`src/rtl/usb_tx_phy_gen.sv`:
```
// usb_tx_phy_gen: UTMI-to-transceiver USB transmit serializer.
// Emits SYNC, bit-stuffed NRZI data and EOP, with per-packet abort and a busy flag.
module usb_tx_phy_gen #(
   parameter int DATA_W    = 8,
   parameter int STUFF_LEN = 6,
   parameter int SYNC_BITS = 8,
   parameter int EOP_BITS  = 2
) (
   input  logic              clk,
   input  logic              rst,
   input  logic              fs_ce,
   input  logic              phy_mode,
   input  logic [DATA_W-1:0] DataOut_i,
   input  logic              TxValid_i,
   input  logic              TxValidH_i,
   input  logic              tx_abort_i,
   output logic              TxReady_o,
   output logic              txdp,
   output logic              txdn,
   output logic              txoe,
   output logic              tx_busy_o
);

   localparam int M1      = (SYNC_BITS > DATA_W) ? SYNC_BITS : DATA_W;
   localparam int M2      = (M1 > STUFF_LEN + 1) ? M1 : STUFF_LEN + 1;
   localparam int CNT_MAX = (M2 > EOP_BITS) ? M2 : EOP_BITS;
   localparam int CNT_W   = $clog2(CNT_MAX + 1);
   localparam int ONE_W   = $clog2(STUFF_LEN + 1);

   localparam logic [CNT_W-1:0] C_SYNC  = CNT_W'(SYNC_BITS);
   localparam logic [CNT_W-1:0] C_EOP   = CNT_W'(EOP_BITS);
   localparam logic [CNT_W-1:0] C_ERR   = CNT_W'(STUFF_LEN + 1);
   localparam logic [CNT_W-1:0] C_ONE   = CNT_W'(1);
   localparam logic [ONE_W-1:0] C_STUFF = ONE_W'(STUFF_LEN);

   typedef enum logic [2:0] {
      S_IDLE     = 3'd0,
      S_SYNC     = 3'd1,
      S_DATA     = 3'd2,
      S_STUFFERR = 3'd3,
      S_EOP      = 3'd4,
      S_IDLE_J   = 3'd5,
      S_REL      = 3'd6
   } state_t;

   state_t            r_state, w_state_nxt;
   logic [CNT_W-1:0]  r_cnt, w_cnt_dec, w_len;
   logic [ONE_W-1:0]  r_ones, w_ones_nxt;
   logic [DATA_W-1:0] r_shift;
   logic              r_lvl, r_txdp, r_txdn, r_txoe, r_ready, r_busy;
   logic              w_in_bits, w_abort, w_stuff, w_bit, w_tx_bit, w_word_end, w_load;
   logic              w_lvl_n, w_txoe_n, w_ready_n, w_busy_n;
   logic [1:0]        w_pins_n;

   // {txdp, txdn} for a line level (1 = J) or SE0 in the selected transceiver mode
   function automatic logic [1:0] line_pins(input logic lvl, input logic se0, input logic mode);
      logic [1:0] p;
      if (se0) p = mode ? 2'b00 : 2'b11;
      else     p = {lvl, mode ? ~lvl : 1'b0};
      return p;
   endfunction

   // Bit-slot decode: stuffing, word-end detection and load point
   always_comb begin
      w_in_bits  = (r_state == S_SYNC) || (r_state == S_DATA);
      w_abort    = tx_abort_i && w_in_bits;
      w_stuff    = (r_ones == C_STUFF);
      w_bit      = (r_state == S_SYNC) ? (r_cnt == C_ONE) : r_shift[0];
      w_tx_bit   = w_stuff ? 1'b0 : w_bit;
      w_ones_nxt = w_tx_bit ? (r_ones + ONE_W'(1)) : {ONE_W{1'b0}};
      w_cnt_dec  = w_stuff ? r_cnt : (r_cnt - C_ONE);
      w_word_end = (w_cnt_dec == {CNT_W{1'b0}}) && (w_ones_nxt != C_STUFF);
      w_load     = fs_ce && w_in_bits && !w_abort && w_word_end;
      w_len      = ((DATA_W > 8) && TxValidH_i) ? CNT_W'(DATA_W) : CNT_W'(8);
   end

   // State register
   always_ff @(posedge clk or posedge rst) begin
      if (rst) r_state <= S_IDLE;
      else     r_state <= w_state_nxt;
   end

   // Next-state logic; abort outranks a word load on the same edge
   always_comb begin
      w_state_nxt = r_state;
      case (r_state)
         S_IDLE:     w_state_nxt = TxValid_i ? S_SYNC : S_IDLE;
         S_SYNC, S_DATA: begin
            if (w_abort)                 w_state_nxt = S_STUFFERR;
            else if (fs_ce && w_word_end) w_state_nxt = TxValid_i ? S_DATA : S_EOP;
            else                          w_state_nxt = r_state;
         end
         S_STUFFERR: w_state_nxt = (fs_ce && r_cnt == C_ONE) ? S_EOP : S_STUFFERR;
         S_EOP:      w_state_nxt = (fs_ce && r_cnt == C_ONE) ? S_IDLE_J : S_EOP;
         S_IDLE_J:   w_state_nxt = fs_ce ? S_REL : S_IDLE_J;
         S_REL:      w_state_nxt = fs_ce ? S_IDLE : S_REL;
         default:    w_state_nxt = S_IDLE;
      endcase
   end

   // Output logic: next pin values, NRZI level, handshake and busy
   always_comb begin
      w_lvl_n   = r_lvl;
      w_pins_n  = {r_txdp, r_txdn};
      w_txoe_n  = r_txoe;
      w_ready_n = w_load && TxValid_i;
      w_busy_n  = (w_state_nxt != S_IDLE);
      case (r_state)
         S_IDLE: begin
            if (TxValid_i) w_lvl_n = 1'b1;
            else           w_lvl_n = r_lvl;
         end
         S_SYNC, S_DATA: begin
            if (fs_ce && !w_abort) begin
               w_lvl_n  = w_tx_bit ? r_lvl : ~r_lvl;
               w_pins_n = line_pins(w_lvl_n, 1'b0, phy_mode);
               w_txoe_n = 1'b0;
            end else begin
               w_txoe_n = r_txoe;
            end
         end
         S_STUFFERR: begin
            if (fs_ce) begin
               w_pins_n = line_pins(r_lvl, 1'b0, phy_mode);
               w_txoe_n = 1'b0;
            end else begin
               w_txoe_n = r_txoe;
            end
         end
         S_EOP: begin
            if (fs_ce) begin
               w_pins_n = line_pins(1'b1, 1'b1, phy_mode);
               w_txoe_n = 1'b0;
            end else begin
               w_txoe_n = r_txoe;
            end
         end
         S_IDLE_J, S_REL: begin
            if (fs_ce) begin
               w_lvl_n  = 1'b1;
               w_pins_n = line_pins(1'b1, 1'b0, phy_mode);
               w_txoe_n = (r_state == S_REL);
            end else begin
               w_txoe_n = r_txoe;
            end
         end
         default: w_lvl_n = r_lvl;
      endcase
   end

   // Datapath and registered outputs
   always_ff @(posedge clk or posedge rst) begin
      if (rst) begin
         r_cnt   <= {CNT_W{1'b0}};
         r_ones  <= {ONE_W{1'b0}};
         r_shift <= {DATA_W{1'b0}};
         r_lvl   <= 1'b1;
         r_txdp  <= 1'b1;
         r_txdn  <= 1'b0;
         r_txoe  <= 1'b1;
         r_ready <= 1'b0;
         r_busy  <= 1'b0;
      end else begin
         r_lvl   <= w_lvl_n;
         r_txdp  <= w_pins_n[1];
         r_txdn  <= w_pins_n[0];
         r_txoe  <= w_txoe_n;
         r_ready <= w_ready_n;
         r_busy  <= w_busy_n;
         case (r_state)
            S_IDLE: begin
               if (TxValid_i) begin
                  r_cnt  <= C_SYNC;
                  r_ones <= {ONE_W{1'b0}};
               end
            end
            S_SYNC, S_DATA: begin
               if (w_abort) begin
                  r_cnt <= C_ERR;
               end else if (fs_ce) begin
                  r_ones <= w_ones_nxt;
                  if (!w_stuff) r_shift <= r_shift >> 1;
                  if (w_word_end) begin
                     if (TxValid_i) begin
                        r_shift <= DataOut_i;
                        r_cnt   <= w_len;
                     end else begin
                        r_cnt <= C_EOP;
                     end
                  end else begin
                     r_cnt <= w_cnt_dec;
                  end
               end
            end
            S_STUFFERR: if (fs_ce) r_cnt <= (r_cnt == C_ONE) ? C_EOP : (r_cnt - C_ONE);
            S_EOP:      if (fs_ce) r_cnt <= r_cnt - C_ONE;
            default:    r_cnt <= r_cnt;
         endcase
      end
   end

   assign TxReady_o = r_ready;
   assign txdp      = r_txdp;
   assign txdn      = r_txdn;
   assign txoe      = r_txoe;
   assign tx_busy_o = r_busy;

endmodule

```
`config.mk`:
```
export PLATFORM = sky130hd
export DESIGN_NAME = usb_tx_phy_gen
export DESIGN_NICKNAME = d
export VERILOG_FILES = /design/src/rtl/usb_tx_phy_gen.sv
export SDC_FILE = /design/constraint.sdc
export NUM_CORES = 1
export LEC_CHECK = 0
export CAP_MARGIN = 0
export CORE_MARGIN = 1.5
export CORE_UTILIZATION = 54
export DETAILED_ROUTE_END_ITERATION = 8
export GPL_ROUTABILITY_DRIVEN = 1
export MAX_ROUTING_LAYER = met4
export PLACE_DENSITY = 0.77
export SYNTH_ARGS = -nofsm -noshare
export SYNTH_HDL_FRONTEND = slang
export SYNTH_SLANG_ARGS = --single-unit
```
`constraint.sdc`:
```
create_clock -name clk -period 3.2 [get_ports clk]
set_clock_uncertainty 0.15 [all_clocks]
set_input_delay 0.64 -clock clk [delete_from_list [all_inputs] [get_ports clk]]
set_output_delay 0.64 -clock clk [all_outputs]
set_load 0.02 [all_outputs]
```
# Word-level counts from Yosys, hierarchy flattened
# Index checks and enable logic that the tools add are counted.
[word_totals]
register_bits = 24
in_bits = 15
output_inout_bits = 5
elab_cells = 107
[op_classes]
n_addsub = 2
n_eq_ne = 18
muxes = 46
bitwise_logic = 3
reduce_logical = 28
[op_table]
columns = ["operator", "n"]
rows = [
  ["4-bit 2-to-1 mux", 9],
  ["3-bit 2-to-1 mux", 9],
  ["8-bit 2-to-1 mux", 3],
  ["3-bit case mux with 6 select lines", 1],
  ["4-bit case mux with 4 select lines", 1],
  ["2-bit inequality test, second input constant", 7],
  ["1-bit 2-to-1 mux", 13],
  ["3-bit equality test, second input constant", 4],
  ["2-bit 2-to-1 mux", 6],
  ["4-bit AND reduction", 3],
  ["5-bit AND reduction", 2],
  ["1-bit logical AND", 9],
  ["3-bit nonzero test", 3],
  ["2-bit case mux with 4 select lines", 1],
  ["4-bit nonzero test", 2],
  ["3-bit by 2-bit equality test with 1-bit output, second input constant", 2],
  ["3-bit inequality test, second input constant", 2],
  ["1-bit case mux with 3 select lines", 2],
  ["3-bit case mux with 2 select lines", 1],
  ["2-bit OR reduction", 3],
  ["4-bit by 1-bit equality test with 1-bit output, second input constant", 1],
  ["4-bit zero test", 1],
  ["4-bit by 1-bit subtractor with 4-bit output, second input constant", 1],
  ["3-bit by 1-bit adder with 3-bit output, second input constant", 1],
  ["8 further kinds", 10],
]

# Logic depth before layout (Yosys ltp)
[logic_depth]
depth_word = 11
depth_mapped = 9
ltp_nobuf = 8

# Least setup slack after synthesis
# Ideal clock, no wire load.
[synth_timing]
kind = "reg2reg"
start = "register r_ones[0]"
end = "register r_shift[0]"
setup_time_ns = 0.079
t_arrival_ns = 2.233
required_time_ns = 2.971
slack_ns = 0.737
path_stages_with_launch = 9
path_buffers = 0
synth_period_minus_slack_ns = 2.463
path_cell_list = "dfrtp_1 inv_1 ha_1 a2111oi_1 xor2_1 a2111oi_4 nand2_4 a21oi_4 a2bb2oi_1"
[synth_between]
elab_chain_len = 6
word_cells_on_any_way = 11
cone_classes = "add/sub: 1; eq/ne: 2; mux: 6; reduce/logical: 2"
[synth_lines]
columns = ["item", "line_no", "source"]
rows = [
  ["start, declared", "48", "logic [ONE_W-1:0] r_ones, w_ones_nxt;"],
  ["start signal, assigned", "155", "r_ones <= {ONE_W{1'b0}};"],
  ["start signal, assigned", "174", "r_ones <= {ONE_W{1'b0}};"],
  ["start signal, assigned", "181", "r_ones <= w_ones_nxt;"],
  ["branches (longest 5 deep; another with 3-bit by 1-bit adder with 3-bit output)", "-", ""],
  ["8-bit 2-to-1 mux *", "183", "if (w_word_end) begin"],
  ["end signal, assigned", "156", "r_shift <= {DATA_W{1'b0}};"],
  ["end signal, assigned", "182", "if (!w_stuff) r_shift <= r_shift >> 1;"],
  ["end signal, assigned", "185", "r_shift <= DataOut_i;"],
  ["end, declared", "49", "logic [DATA_W-1:0] r_shift;"],
]
# Every way passes the cells marked *.
# A chain may end at the register's enable or synchronous reset.

# Worst setup path in the final report
[layout_timing]
start = "register r_ones[0]"
end = "register r_shift[4]"
# The elaborated chain is that of the path after synthesis.

==> flow_summary.json <==
{
  "max_freq_mhz": 355,
  "required_ns": 3.31,
  "maxCapViolCount": 0,
  "setup_violations": 0,
  "drc_errors": 0,
  "critical_path_arrival_ns": 2.92,
  "slew_headroom_pct": 37.8,
  "grt_setup_unrepaired": "false",
  "yosysWarnings": 0,
  "cts_max_path_buffers": 2,
  "postCtsHoldBufs": 0,
  "post-route-period-util_pct": 88.1,
  "port-buffer-count": 18,
  "syn_nets": 218,
  "clock_latency_ns": 0.33,
  "cts_buffers": 3,
  "postSynthCellCount": 199,
  "drt_wl_total_um": 4340,
  "cts_setup_buffers": 0,
  "ir_drop_uv": 376,
  "grt_pass1_wl_um": 7200,
  "synth_area_per_cell_um2": 8.97,
  "finalSetupTns_ns": 0,
  "drive_above_1_share_pct": 9.77,
  "die_h_um": 60.5,
  "fin_nets": 235,
  "synthToLayoutAreaGrowth_pct": 12.2,
  "row_count": 20,
  "drt_pass1_iterations": 4,
  "ctsResizeCount": 0,
  "maxSlewViolCount": 0,
  "grt_pass1_vias": 1563,
  "status": "complete, no violations",
  "dpl.hpwl_um": 3250,
  "cp_max_fo": 9,
  "gp_congestion": 0.907,
  "synthFlopType": "dfrtp_1",
  "htree_levels": 1,
  "yosys_register_bits": 24,
  "start_util_pct": 57.5,
  "drtAntennaViolNets": 0,
  "grt_antenna_before_repair": 0,
  "drt-initial-drc-count": 100,
  "ys_types": 59,
  "synth_edf_count": 0,
  "synth_area_um2": 1780,
  "p_leak_nw": 0.770,
  "grt_max_degree": 25,
  "grt-ovfl-total": 0,
  "worstMarginPinSlew_ns": 0.931,
  "final_util_pct": 64.5,
  "seq_area_frac_synth_pct": 33.9,
  "crit_path_end_kind": "flip-flop",
  "fp.dieArea_um2": 3660,
  "route.met2.wl_um": 2180,
  "async_reset_ff_share_pct": 100,
  "via_count": 1652,
  "top_layer_used": "met4",
  "clock_sinks": 24,
  "cts-root-buf": "clkbuf_4",
  "wl_met1_um": 1790,
  "antenna_cells": 0,
  "worstSetupStartpointType": "flip-flop",
  "wl_met3_um": 267,
  "n_fill_cell": 276,
  "cellPowerDensity_nw_per_um2": 909,
  "final.min_clock_period_ns": 2.82,
  "wl_per_cell_um": 16.7,
  "grt_usage_pct": 27.1,
  "path_class": "reg2reg",
  "cts_tree": "done",
  "top_level_ports": 20,
  "die_w_um": 60.5,
  "hold_viol_final": 0,
  "clk_pin_slew_ns": 0.14,
  "holdCritPathClass": "reg2reg",
  "routed_via_density": 6.38,
  "core_um2": 3100
}
Yosys cell counts (2+ instances only):
master     count  area share (%)
o31ai_1        3             1.3
nor3_1         7             2.0
clkbuf_1       2            0.42
nand2b_1       6             2.1
nor2_1        14             2.9
a211oi_1       4             1.7
buf_6          4             2.5
ha_1           4             2.8
xnor2_1        5             2.5
o211ai_1       3             1.3
xor2_1         2            0.98
a21o_1         2            0.84
o21ai_1        2            0.56
o22ai_1        9             3.2
o21a_1         2            0.84
a32oi_1        2            0.98
nor3b_1        2            0.84
dfrtp_1       21              29
inv_1         10             2.1
nand2_1       16             3.4
o21ai_0       13             3.6
mux2i_1        2             1.1
buf_2          2            0.56
a2111oi_4      2             3.1
dfstp_2        3             4.4
a21oi_1       15             4.2
nand3_1        2            0.56
a22oi_1        2            0.84
nor2b_1        2            0.70
a2bb2oi_1      7             3.4
state kept, by name, indices dropped and copies added (netlist names):
signal,count
r_lvl,1
txdp,1
r_shift,8
txdn,1
r_ones,3
tx_busy_o,1
TxReady_o,1
r_cnt,4
r_state,3
txoe,1
metal layers:
layer	vias up	track usage, %
met5	-	-
met4	0	10.6
met3	15	2.35
met2	71	47.2
met1	793	32.4
li1	773	-
logic make-up after synthesis:
logic type      after synthesis  share of synthesized area [%]
compound gates               80                           33.9
simple gates                 61                           18.4
flops                        24                           33.9
buf+inv                      21                           6.45
xor+xnor                      7                           3.44
fa+ha+maj                     4                           2.81
mux                           2                           1.12
worst paths after layout:
path,startpoint,to,slack (ns),cells past startpoint
max in group asynchronous,rst,r_shift[4]$_DFFE_PP0P_,1.69,2
min in group asynchronous,rst,r_cnt[2]$_DFFE_PP0P_,0.65,2
hold / removal,txoe$_DFFE_PP1P_,txoe$_DFFE_PP1P_,0.37,2
setup / recovery,r_ones[0]$_DFFE_PP0P_,r_shift[4]$_DFFE_PP0P_,0.38,8
hold reg to reg,txoe$_DFFE_PP1P_,txoe$_DFFE_PP1P_,0.37,2
setup reg to reg,r_ones[0]$_DFFE_PP0P_,r_shift[4]$_DFFE_PP0P_,0.38,8
area by class of cell:
type	instances	area (um2)	share of cell area, %
Multi-Input combinational cell	154	1060	53.2
Sequential cell	24	604	30.2
Timing Repair Buffer	22	210	10.5
Tap cell	44	55.1	2.75
Inverter	11	41.3	2.06
Clock buffer	4	26.3	1.31
worst max-delay path, stage by stage, from the launching register on:
cell       delay (ns)
dfrtp_1          0.41
inv_1            0.09
ha_1             0.26
a2111oi_1        0.42
xor2_1           0.22
a2111oi_4        0.55
nand2_4          0.16
a21oi_4          0.29
a2bb2oi_1        0.19
placed cells by master, fill, tap and decap left out, types with 4 or more instances in the layout:
cell type and n:
ha_1 4, a2bb2oi_1 7, nor3_1 7, nand2b_1 6, a21oi_1 15, nor2_1 14
buf_4 4, dfrtp_1 21, nand2_1 16, o21ai_0 13, xnor2_1 5, inv_1 10
o22ai_1 9, clkdlybuf4s50_1 18, a211oi_1 4
metrics by stage:
stage               total power, mW  instance area [um2]  std cells  setup WS (ns)  hold WS, ns
CTS                            1.81                 2000        259          0.357        0.367
finish                         1.82                 2000        259          0.381        0.366
floorplan                      1.41                 1780        199          0.737        0.328
global route                   1.96                 2000        259          0.172        0.388
detailed placement             1.66                 1980        255          0.379        0.347
global placement               1.61                 1980        255          0.405        0.317
where the power goes:
group / internal, mW / switching (mW) / total [mW]
Sequential: 0.428 / 0.132 / 0.560
Clock: 0.0489 / 0.0971 / 0.146
Combinational: 0.466 / 0.648 / 1.11
(Power assumes the default switching activity.)
